--- config.mk ---
export PLATFORM = sky130hd
export DESIGN_NAME = clk_div_multi_flat
export DESIGN_NICKNAME = d
export VERILOG_FILES = /design/src/rtl/clk_div_pkg.sv /design/src/rtl/clk_div_multi_if.sv /design/src/rtl/clk_div_multi_ch.sv /design/src/rtl/clk_div_multi.sv /design/src/flat_wrapper.sv
export SDC_FILE = /design/constraint.sdc
export NUM_CORES = 1
export LEC_CHECK = 0
export CAP_MARGIN = 20
export CELL_PAD_IN_SITES_DETAIL_PLACEMENT = 1
export CELL_PAD_IN_SITES_GLOBAL_PLACEMENT = 1
export CORE_AREA = 2 2 156 158
export CTS_BUF_LIST = sky130_fd_sc_hd__clkbuf_8
export CTS_CLUSTER_SIZE = 20
export DETAILED_ROUTE_END_ITERATION = 8
export DIE_AREA = 0 0 158 160
export PLACE_DENSITY = 0.76
export SLEW_MARGIN = 20
export SYNTH_ARGS = -nofsm -noshare
export SYNTH_HDL_FRONTEND = slang
export SYNTH_HIERARCHICAL = 1
export SYNTH_SLANG_ARGS = --single-unit
--- constraint.sdc ---
create_clock -name clk -period 3.4 [get_ports clk]
set_clock_uncertainty 0.15 [all_clocks]
set_input_delay 0.51 -clock clk [delete_from_list [all_inputs] [get_ports clk]]
set_output_delay 0.51 -clock clk [all_outputs]
set_load 0.03 [all_outputs]
--- src/rtl/clk_div_pkg.sv ---
// clk_div_pkg: constants and helpers shared by the clk_div_multi block.
//   ch_idx_w(ch) : width of a channel index, max(1, clog2(ch))
//   CW_DEF       : default half-period counter width
//   DIV_INIT_DEF : default reset half-period
//   DIV_STOP     : divisor encoding that holds a channel stopped
package clk_div_pkg;

  localparam int CW_DEF       = 16;
  localparam int DIV_INIT_DEF = 8;
  localparam int DIV_STOP     = 0;

  function automatic int ch_idx_w(input int ch);
    return (ch < 2) ? 1 : $clog2(ch);
  endfunction

endpackage

--- src/rtl/clk_div_multi_if.sv ---
// clk_div_multi_if: divisor configuration bus of clk_div_multi.
//   cfg_we  : write strobe, one write per asserted cycle
//   cfg_ch  : target channel index (ch_idx_w(CH) bits)
//   cfg_div : new half-period in clk cycles, 0 stops the channel
// master drives the bus (CPU side), slave is the divider.
interface clk_div_multi_if
  import clk_div_pkg::*;
#(
  parameter int CH = 4,
  parameter int CW = CW_DEF
);

  localparam int CHW = ch_idx_w(CH);

  logic           cfg_we;
  logic [CHW-1:0] cfg_ch;
  logic [CW-1:0]  cfg_div;

  modport master (output cfg_we, output cfg_ch, output cfg_div);
  modport slave  (input  cfg_we, input  cfg_ch, input  cfg_div);

endinterface

--- src/rtl/clk_div_multi_ch.sv ---
// clk_div_ch: one channel of the multi-channel divider.
// Holds the half-period counter, the active and shadow divisors and the
// registered divided clock / tick outputs.
//   clk, reset_n : system clock, asynchronous active-low reset
//   en           : channel run enable (level)
//   wr_en        : write strobe for this channel (already decoded)
//   wr_div       : new half-period, 0 = stop
//   clk_div      : 50 % duty divided clock, registered
//   tick         : one-cycle pulse on each clk_div rise, registered
//   busy         : a shadow divisor is waiting to become active
// Optional feature macro: CLK_DIV_TICK_EN (tick built when defined,
// otherwise tick is tied low and its flop is not built).
module clk_div_ch
  import clk_div_pkg::*;
#(
  parameter int CW       = CW_DEF,
  parameter int DIV_INIT = DIV_INIT_DEF
) (
  input  logic          clk,
  input  logic          reset_n,
  input  logic          en,
  input  logic          wr_en,
  input  logic [CW-1:0] wr_div,
  output logic          clk_div,
  output logic          tick,
  output logic          busy
);

  logic [CW-1:0] cnt;
  logic [CW-1:0] div_a;
  logic [CW-1:0] div_s;
  logic          pend;
  logic          running;
  logic          at_end;

  assign running = en && (div_a != CW'(DIV_STOP));
  // Only meaningful while running, so div_a-1 never wraps in use.
  assign at_end  = (cnt == (div_a - CW'(1)));
  assign busy    = pend;

  always_ff @(posedge clk or negedge reset_n) begin
    if (!reset_n) begin
      cnt     <= '0;
      div_a   <= CW'(DIV_INIT);
      div_s   <= CW'(DIV_INIT);
      pend    <= 1'b0;
      clk_div <= 1'b0;
    end else begin
      if (running) begin
        if (at_end) begin
          cnt     <= '0;
          clk_div <= ~clk_div;
          // Swap ratios only on the falling toggle so the new ratio starts
          // with a full low phase and no period is ever cut short.
          if (clk_div && pend) begin
            div_a <= div_s;
            pend  <= 1'b0;
          end
        end else begin
          cnt <= cnt + CW'(1);
        end
      end else begin
        cnt     <= '0;
        clk_div <= 1'b0;
        if (pend) begin
          div_a <= div_s;
          pend  <= 1'b0;
        end
      end
      // A write on the same edge as an apply re-arms pend with the newer
      // value, so back-to-back writes leave the last one pending.
      if (wr_en) begin
        div_s <= wr_div;
        pend  <= 1'b1;
      end
    end
  end

`ifdef CLK_DIV_TICK_EN
  always_ff @(posedge clk or negedge reset_n) begin
    if (!reset_n) begin
      tick <= 1'b0;
    end else begin
      tick <= running && at_end && !clk_div;
    end
  end
`else
  assign tick = 1'b0;
`endif

endmodule

--- src/rtl/clk_div_multi.sv ---
// clk_div_multi: CH-channel programmable clock divider.
// Each channel outputs a 50 % duty clock of period 2*div and a rise tick;
// divisor writes are shadowed and take effect at a period boundary.
//   clk, reset_n : system clock, asynchronous active-low reset
//   en[CH]       : per-channel run enable
//   cfg          : clk_div_multi_if.slave (cfg_we, cfg_ch, cfg_div)
//   clk_div[CH]  : divided clocks
//   tick[CH]     : one-cycle pulse on each clk_div rise
//   busy[CH]     : shadow divisor pending
// Optional feature macro: CLK_DIV_TICK_EN (see clk_div_ch).
module clk_div_multi
  import clk_div_pkg::*;
#(
  parameter int CH       = 4,
  parameter int CW       = CW_DEF,
  parameter int DIV_INIT = DIV_INIT_DEF
) (
  input  logic                 clk,
  input  logic                 reset_n,
  input  logic [CH-1:0]        en,
  clk_div_multi_if.slave       cfg,
  output logic [CH-1:0]        clk_div,
  output logic [CH-1:0]        tick,
  output logic [CH-1:0]        busy
);

  localparam int CHW = ch_idx_w(CH);

  // One-hot write enable; indices >= CH match no channel and are dropped.
  logic [CH-1:0] wr_oh;

  for (genvar g = 0; g < CH; g++) begin : g_ch
    assign wr_oh[g] = cfg.cfg_we && (cfg.cfg_ch == CHW'(g));

    clk_div_ch #(
      .CW       (CW),
      .DIV_INIT (DIV_INIT)
    ) u_ch (
      .clk     (clk),
      .reset_n (reset_n),
      .en      (en[g]),
      .wr_en   (wr_oh[g]),
      .wr_div  (cfg.cfg_div),
      .clk_div (clk_div[g]),
      .tick    (tick[g]),
      .busy    (busy[g])
    );
  end

endmodule

--- src/flat_wrapper.sv ---
// flat-port wrapper written by rule: the top's interface ports become plain ports
module clk_div_multi_flat import clk_div_pkg::*;
#(
  parameter int CH       = 4,
  parameter int CW       = CW_DEF,
  parameter int DIV_INIT = DIV_INIT_DEF
)
  (clk, reset_n, en, clk_div, tick, busy, cfg_cfg_we, cfg_cfg_ch, cfg_cfg_div);
  clk_div_multi_if #(.CH(CH), .CW(CW)) cfg_i ();
  input  logic clk;
  input  logic reset_n;
  input  logic [CH-1:0] en;
  output logic [CH-1:0] clk_div;
  output logic [CH-1:0] tick;
  output logic [CH-1:0] busy;
  input wire logic [$bits(cfg_i.cfg_we)-1:0] cfg_cfg_we;
  input wire logic [$bits(cfg_i.cfg_ch)-1:0] cfg_cfg_ch;
  input wire logic [$bits(cfg_i.cfg_div)-1:0] cfg_cfg_div;
  assign cfg_i.cfg_we = cfg_cfg_we;
  assign cfg_i.cfg_ch = cfg_cfg_ch;
  assign cfg_i.cfg_div = cfg_cfg_div;
  clk_div_multi #(.CH(CH), .CW(CW), .DIV_INIT(DIV_INIT)) u_core (.clk(clk), .reset_n(reset_n), .en(en), .cfg(cfg_i), .clk_div(clk_div), .tick(tick), .busy(busy));
endmodule
* After elaboration in Yosys (flattened, before gate mapping)
Index checks and enable logic that the tools add are counted.
** Operators by class
- Magnitude comparators :: 0
- Reductions and logical operators :: 29
- Divide/modulo/power cells :: 0
- Muxes and demuxes :: 48
- Equal/unequal tests :: 23
- Shift-type cells :: 0
- Bitwise logic cells :: 4
- $add $sub $neg :: 8
- Multipliers :: 0
** Operator list (count)
- two-way mux 16 bit :: 24
- adder 16 x 1 -> 16 bit, second input constant :: 4
- == test 16 bit :: 4
- nonzero test 16 bit :: 4
- subtractor 16 x 1 -> 16 bit, second input constant :: 4
- two-way mux 1 bit :: 24
- inequality test 3 x 2 -> 1 bit, second input constant :: 8
- inequality test 2 x 1 -> 1 bit, second input constant :: 8
- logical AND 1 bit :: 12
- AND reduction 3 bit :: 4
- AND reduction 2 bit :: 4
- nonzero test 2 bit :: 4
- == test 2 bit, second input constant :: 2
- NOT 1 bit :: 4
- == test 2 x 1 -> 1 bit, second input constant :: 1
- logical NOT 2 bit :: 1
** Word-level totals
- Latch bits :: 0
- Bits in read-only memories :: 0
- Flip-flop bits (word level) :: 200
- RAM bits :: 0
- Word-level logic and storage cells :: 132
- Input port bits :: 25
- Memories kept :: 0

* Depth between registers and ports, before layout
- Depth in word-level cells :: 5
- Depth in mapped cells :: 11
- Gate-level depth less buffers :: 9

* By module
Netlist, hierarchy kept.
** By module, submodules not included
- clk_div_ch at u_core.g_ch[1].u_ch ... :: instances 2, seq. area each 1253.7 sq um, area each 2771.4 sq um, cells an instance 251
- clk_div_ch at u_core.g_ch[3].u_ch :: instances 1, seq. area each 1253.7 sq um, area each 2712.6 sq um, cells an instance 261
- clk_div_ch at u_core.g_ch[0].u_ch :: instances 1, seq. area each 1253.7 sq um, area each 2597.5 sq um, cells an instance 227
- clk_div_multi :: instances 1, seq. area each 0.0 sq um, area each 37.5 sq um, cells an instance 4

* Least setup slack after synthesis
Ideal clock, no wire load.
- Kind :: flip-flop to flip-flop
- Start point :: reg u_core.g_ch[1].u_ch.div_a[3]
- End point :: reg u_core.g_ch[1].u_ch.div_a[10]
- Buffers on the path :: 3
- Data required time :: 3125 ps
- Stages on the path, launching flop included :: 11
- Data arrival time :: 2954 ps
- Clock period less this slack :: 3229 ps
- Slack :: 171 ps
- Cells stage by stage :: dfstp_2 > buf_6 > or4_4 > buf_6 > nor4_4 > xor2_1 > o31ai_1 > o2111ai_4 > o31ai_4 > buf_6 > mux2_4
** Between the ends
- Longest elaborated chain between the ends :: 4
- Elaborated cells on any way between the ends :: 9
** RTL lines
- start: declaration :: RTL line clk_div_multi_ch.sv:30 : logic [CW-1:0] div_a;
- start signal: assignment :: RTL line clk_div_multi_ch.sv:44 : div_a <= CW'(DIV_INIT);
- start signal: assignment :: RTL line clk_div_multi_ch.sv:56 : div_a <= div_s;
- start signal: assignment :: RTL line clk_div_multi_ch.sv:66 : div_a <= div_s;
- subtractor 16 x 1 -> 16 bit / nonzero test 16 bit (equally long branches) :: RTL line clk_div_multi_ch.sv:38, clk_div_multi_ch.sv:36
- == test 16 bit / logical AND 1 bit (equally long branches) :: RTL line clk_div_multi_ch.sv:38, clk_div_multi_ch.sv:36
- inequality test 2 x 1 -> 1 bit (no line) / nonzero test 2 bit (equally long branches)
- AND reduction 3 bit (no line)
Several ways; a longest one is shown, not always the timed one.
A chain may end at the register's enable or synchronous reset.

* Worst setup path in the final report
- Start point :: reg u_core.g_ch[1].u_ch.div_a[0]
- End point :: reg u_core.g_ch[1].u_ch.div_a[6]
The elaborated chain is that of the path after synthesis.

==> results.txt <==
----------------------------------------------------
[Synthesis]
  Share of flip-flops with an asynchronous set or reset ... 1.000
  Yosys Warn Count ... 6
  Post-synth top flop ... sky130_fd_sc_hd__dfrtp_1
  Share of the synthesized area in the top cell type ... 0.4412
  Post-synth EDFFs ... 0
  Cells taking the most area after synthesis ... sky130_fd_sc_hd__dfrtp_1 (44%), sky130_fd_sc_hd__mux2_2 (10%), sky130_fd_sc_hd__xor2_1 (4.8%)
  Flops & latches, synth ... 200
  Cell type with the highest aggregate area in the netlist ... sky130_fd_sc_hd__dfrtp_1
  Cell count after synthesis ... a little under 1000
  Mapped Nets ... around 1000
  Count of distinct cell types in the synthesized netlist ... slightly below 80
  Mean area per synthesized cell ... 10.96 um2
  Synthesized area ... 10890 um2
  Proportion of synthesized chip area in sequential cells ... 0.4605

[Critical path]
  Required time at the worst-slack endpoint ... 3.62 ns
  Worst stage delay on the critical path ... 0.54 ns
  Reg2reg path depth ... 9
  Crit path arrival time ... approximately 3.5 ns
  Endpoint of the most critical register-to-register path ... u_core/g_ch[1].u_ch/div_a[6]
  CP endpoint ... u_core/g_ch[1].u_ch/div_a[6]
  Buf/Inv on CP ... 2
  Levels on crit path ... 9
  CP top delay family ... simple AND/OR/NAND/NOR gates
  Crit Path Class ... register to register
  R2r setup slk ... 0.1 ns
  Beginning of the worst register-to-register path ... u_core/g_ch[1].u_ch/div_a[0]
  Crit-path cells ... inv_1 -> ha_2 -> or3b_2 -> or4_4 -> a32oi_4 -> o2111ai_4 -> o31ai_4 -> buf_12 -> mux2_2
  Largest fanout on the critical path ... 16
  Slowest CP cell ... sky130_fd_sc_hd__or4_4
  Nature of the critical path startpoint ... register
  Launching instance or port of the critical path ... u_core/g_ch[1].u_ch/div_a[0]
  Crit path capture type ... register

[Placed design]
  Detailed placement HPWL ... 19.11 mm
  Count of buffers inserted at the top-level ports ... 32
  RePlAce Congestion ... between 0.7 and 0.8
  Number of cells in the design after placement ... 1344

[Power and ir drop]
  IR drop worst, VDD ... 0.3456 mV
  Switching component of the power ... 2.664 mW
  Fraction of power spent switching nets ... 0.3650
  Fraction of power consumed by sequential logic ... 0.474
  Static Leak ... 4.986 nW
  Internal power component ... 4.635 mW
  Total power consumption of the routed design ... 7.299 mW
  Logic pwr share ... 0.311
  Clock network fraction of total power ... 0.215
  Power per Cell Area ... 598.8 nW/um2

[Clocking]
  Maximum buffer depth of the clock tree ... 2
  TritonCTS clock tree ... built
  Insertion delay of the later-clocked pin in the worst-skew pair ... 0.48 ns
  Number of levels the H-tree was split into ... 4
  Clock Root Buffer ... sky130_fd_sc_hd__clkbuf_8
  Number of clock buffers inserted by TritonCTS ... 17
  Clock slew seen by the registers of the worst setup and hold paths ... 0.11 ns
  Sink Count ... 200

[Floorplanning]
  Starting Density ... 0.4572
  Die Wd ... 158 um
  Die Footprint ... 25280 um2
  Core Rows ... 57
  Vertical die dimension ... 160 um
  Standard cell core area ... about 24000 um2
  Count of boundary I/O pins ... 37

[Global routing]
  Maximum number of pins on one net before global-route repair ... 81
  Global-route wire length before repair ... 43.68 mm
  GRT Residual Overflow ... 0
  Via count of the first global-routing pass ... between 8000 and 9000
  Antenna violations before repair ... 0
  Aggregate global-route resource usage ... 0.2194

[Drt]
  Drc violations ... 0
  Via count ... 7666
  ANT nets after route ... 0
  Drt first pass iters ... 4
  DRC marker count from the first detailed-route iteration ... 288
  Total detailed-routing wirelength ... 26.24 mm
  Post-DR vias/cell ... 5.531
  Routed length per placed instance ... ~19 um

[Timing]
  Final hold violation count ... 0
  Max Clock Freq ... 302.7 MHz
  Worst slew margin relative to its limit ... 0.4293
  Count of pins over their slew limit ... 0
  Post-layout min period ... 3.304 ns
  Share of the clock period used by the worst path after layout ... 0.9718
  Number of setup violations in the final report ... 0
  Measured slew at the worst slew-check pin ... 0.8561 ns

[Run]
  Max-cap check violation count ... 0

[Layout]
  Count of placed standard cells in the final layout, fillers left out ... around 1400
  Diodes inserted ... 0
  Share of final-layout standard cells stronger than drive strength 1 ... 0.2232
  Final Net Count ... ~1100
  Area Growth Syn to Fin ... 11.94%
  Commonest cells after routing, fill and taps aside ... sky130_fd_sc_hd__dfrtp_1 (189), sky130_fd_sc_hd__nor2_1 (112), sky130_fd_sc_hd__mux2_2 (98), sky130_fd_sc_hd__xor2_1 (60), sky130_fd_sc_hd__xnor2_1 (58)
  Most common cell after layout, fill and taps aside ... sky130_fd_sc_hd__dfrtp_1

[Run status]
  Result of the run ... complete, no violations

[Worst hold path]
  Worst hold path type ... register to register

----------------------------------------------------
## per-layer routing
metal | vias up | track usage | part of all wire
li1 | 3617 | - | -
met1 | 3947 | 0.2982 | 0.46
met2 | 75 | 0.3674 | 0.50
met3 | 27 | 0.02741 | 0.017
met4 | 0 | 0.06552 | 0.018
met5 | - | 0 | 0
## metrics by stage
| stage | hold slack (ns) | setup TNS (ns) | util | cell area (um2) | setup WS (ns) |
|---|---|---|---|---|---|
| floorplan | 0.06441 | 0 | - | 10890 | 0.1712 |
| global placement | 0.3150 | 0 | 0.4900 | 11670 | 0.1012 |
| detailed placement | 0.3412 | 0 | 0.4900 | 11670 | 0.002092 |
| CTS | 0.3662 | 0 | 0.5084 | 12110 | 0.06915 |
| global route | 0.3737 | -0.02263 | 0.5118 | 12190 | -0.007979 |
| finish | 0.3630 | 0 | 0.5118 | 12190 | 0.09602 |
## state kept, by name, summed over array words and instances (netlist names)
register / count
u_core/g_ch.u_ch/cnt: 64
u_core/g_ch.u_ch/div_a: 64
u_core/g_ch.u_ch/div_s: 64
u_core/g_ch.u_ch/busy: 4
u_core/g_ch.u_ch/clk_div: 4
## cell families (layout without fill, tap and decap cells)
group | Yosys count | in the layout | synth area share
simple gates | 371 | 371 | 0.1889
other cells | 4 | 4 | 0.001378
xor+xnor | 118 | 118 | 0.09490
buf+inv | 72 | 140 | 0.03516
compound gates | 103 | 103 | 0.08387
flops | 200 | 200 | 0.4605
fa+ha+maj | 8 | 8 | 0.009192
mux | 118 | 118 | 0.1261
## cell type report
class,instances,area (um2)
Fill cell,2614,11630
Tap cell,324,405.4
Clock buffer,18,247.7
Inverter,33,123.9
Multi-Input combinational cell,722,5517
Sequential cell,200,5019
Timing Repair Buffer,75,724.4
Clock inverter,14,153.9
## power by group through the flow
stage,clock [mW],combinational (mW),sequential (mW)
floorplan,0,1.73,3.27
global placement,0,2.13,3.45
detailed placement,0,2.22,3.49
CTS,1.62,2.25,3.44
global route,1.73,2.51,3.54
finish,1.57,2.27,3.46
## synthesized netlist by cell type (6+ instances only)
master and count:
sky130_fd_sc_hd__inv_1 33, sky130_fd_sc_hd__mux2i_1 6, sky130_fd_sc_hd__ha_1 8, sky130_fd_sc_hd__o31ai_1 6, sky130_fd_sc_hd__and3b_1 6, sky130_fd_sc_hd__and2_1 6, sky130_fd_sc_hd__nor3_1 20, sky130_fd_sc_hd__dfrtp_1 192
sky130_fd_sc_hd__nor2b_1 17, sky130_fd_sc_hd__nand2b_1 11, sky130_fd_sc_hd__mux2_4 14, sky130_fd_sc_hd__o21ai_0 20, sky130_fd_sc_hd__a32o_1 12, sky130_fd_sc_hd__mux2_2 98, sky130_fd_sc_hd__and3_1 17, sky130_fd_sc_hd__nor4_1 11
sky130_fd_sc_hd__a31oi_1 7, sky130_fd_sc_hd__or4_1 7, sky130_fd_sc_hd__xnor2_1 58, sky130_fd_sc_hd__nand2_1 48, sky130_fd_sc_hd__buf_6 9, sky130_fd_sc_hd__dfstp_2 8, sky130_fd_sc_hd__buf_4 6, sky130_fd_sc_hd__nand3_1 39
sky130_fd_sc_hd__nor2_1 112, sky130_fd_sc_hd__nand4_1 14, sky130_fd_sc_hd__clkbuf_1 16, sky130_fd_sc_hd__xor2_1 60, sky130_fd_sc_hd__or3_1 16
## how the worst min path moves through the flow
stage / from / end / slack (ns) / cells past startpoint
after CTS: u_core/g_ch[0].u_ch/div_s[5] / u_core/g_ch[0].u_ch/div_a[5] / 0.37 / 1
after floorplan: reset_n / u_core/g_ch[0].u_ch/busy / 0.06 / 0
final: u_core/g_ch[2].u_ch/div_s[8] / u_core/g_ch[2].u_ch/div_a[8] / 0.36 / 1
after global placement: u_core/g_ch[2].u_ch/div_s[14] / u_core/g_ch[2].u_ch/div_a[14] / 0.31 / 1
after global routing: u_core/g_ch[0].u_ch/div_s[5] / u_core/g_ch[0].u_ch/div_a[5] / 0.37 / 1
after detailed placement: u_core/g_ch[0].u_ch/div_s[0] / u_core/g_ch[0].u_ch/div_a[0] / 0.34 / 1
## repair_timing
action / in CTS / in global routing
resized for setup: 0 / 8
buffers inserted: 2 / 7
endpoints found under the setup margin: 14 / 38
pin swaps: 1 / 6
hold buffers: 1 / 0
hold endpoints to repair: 76 / 0
No activity file was read; power rests on OpenSTA's default activity.
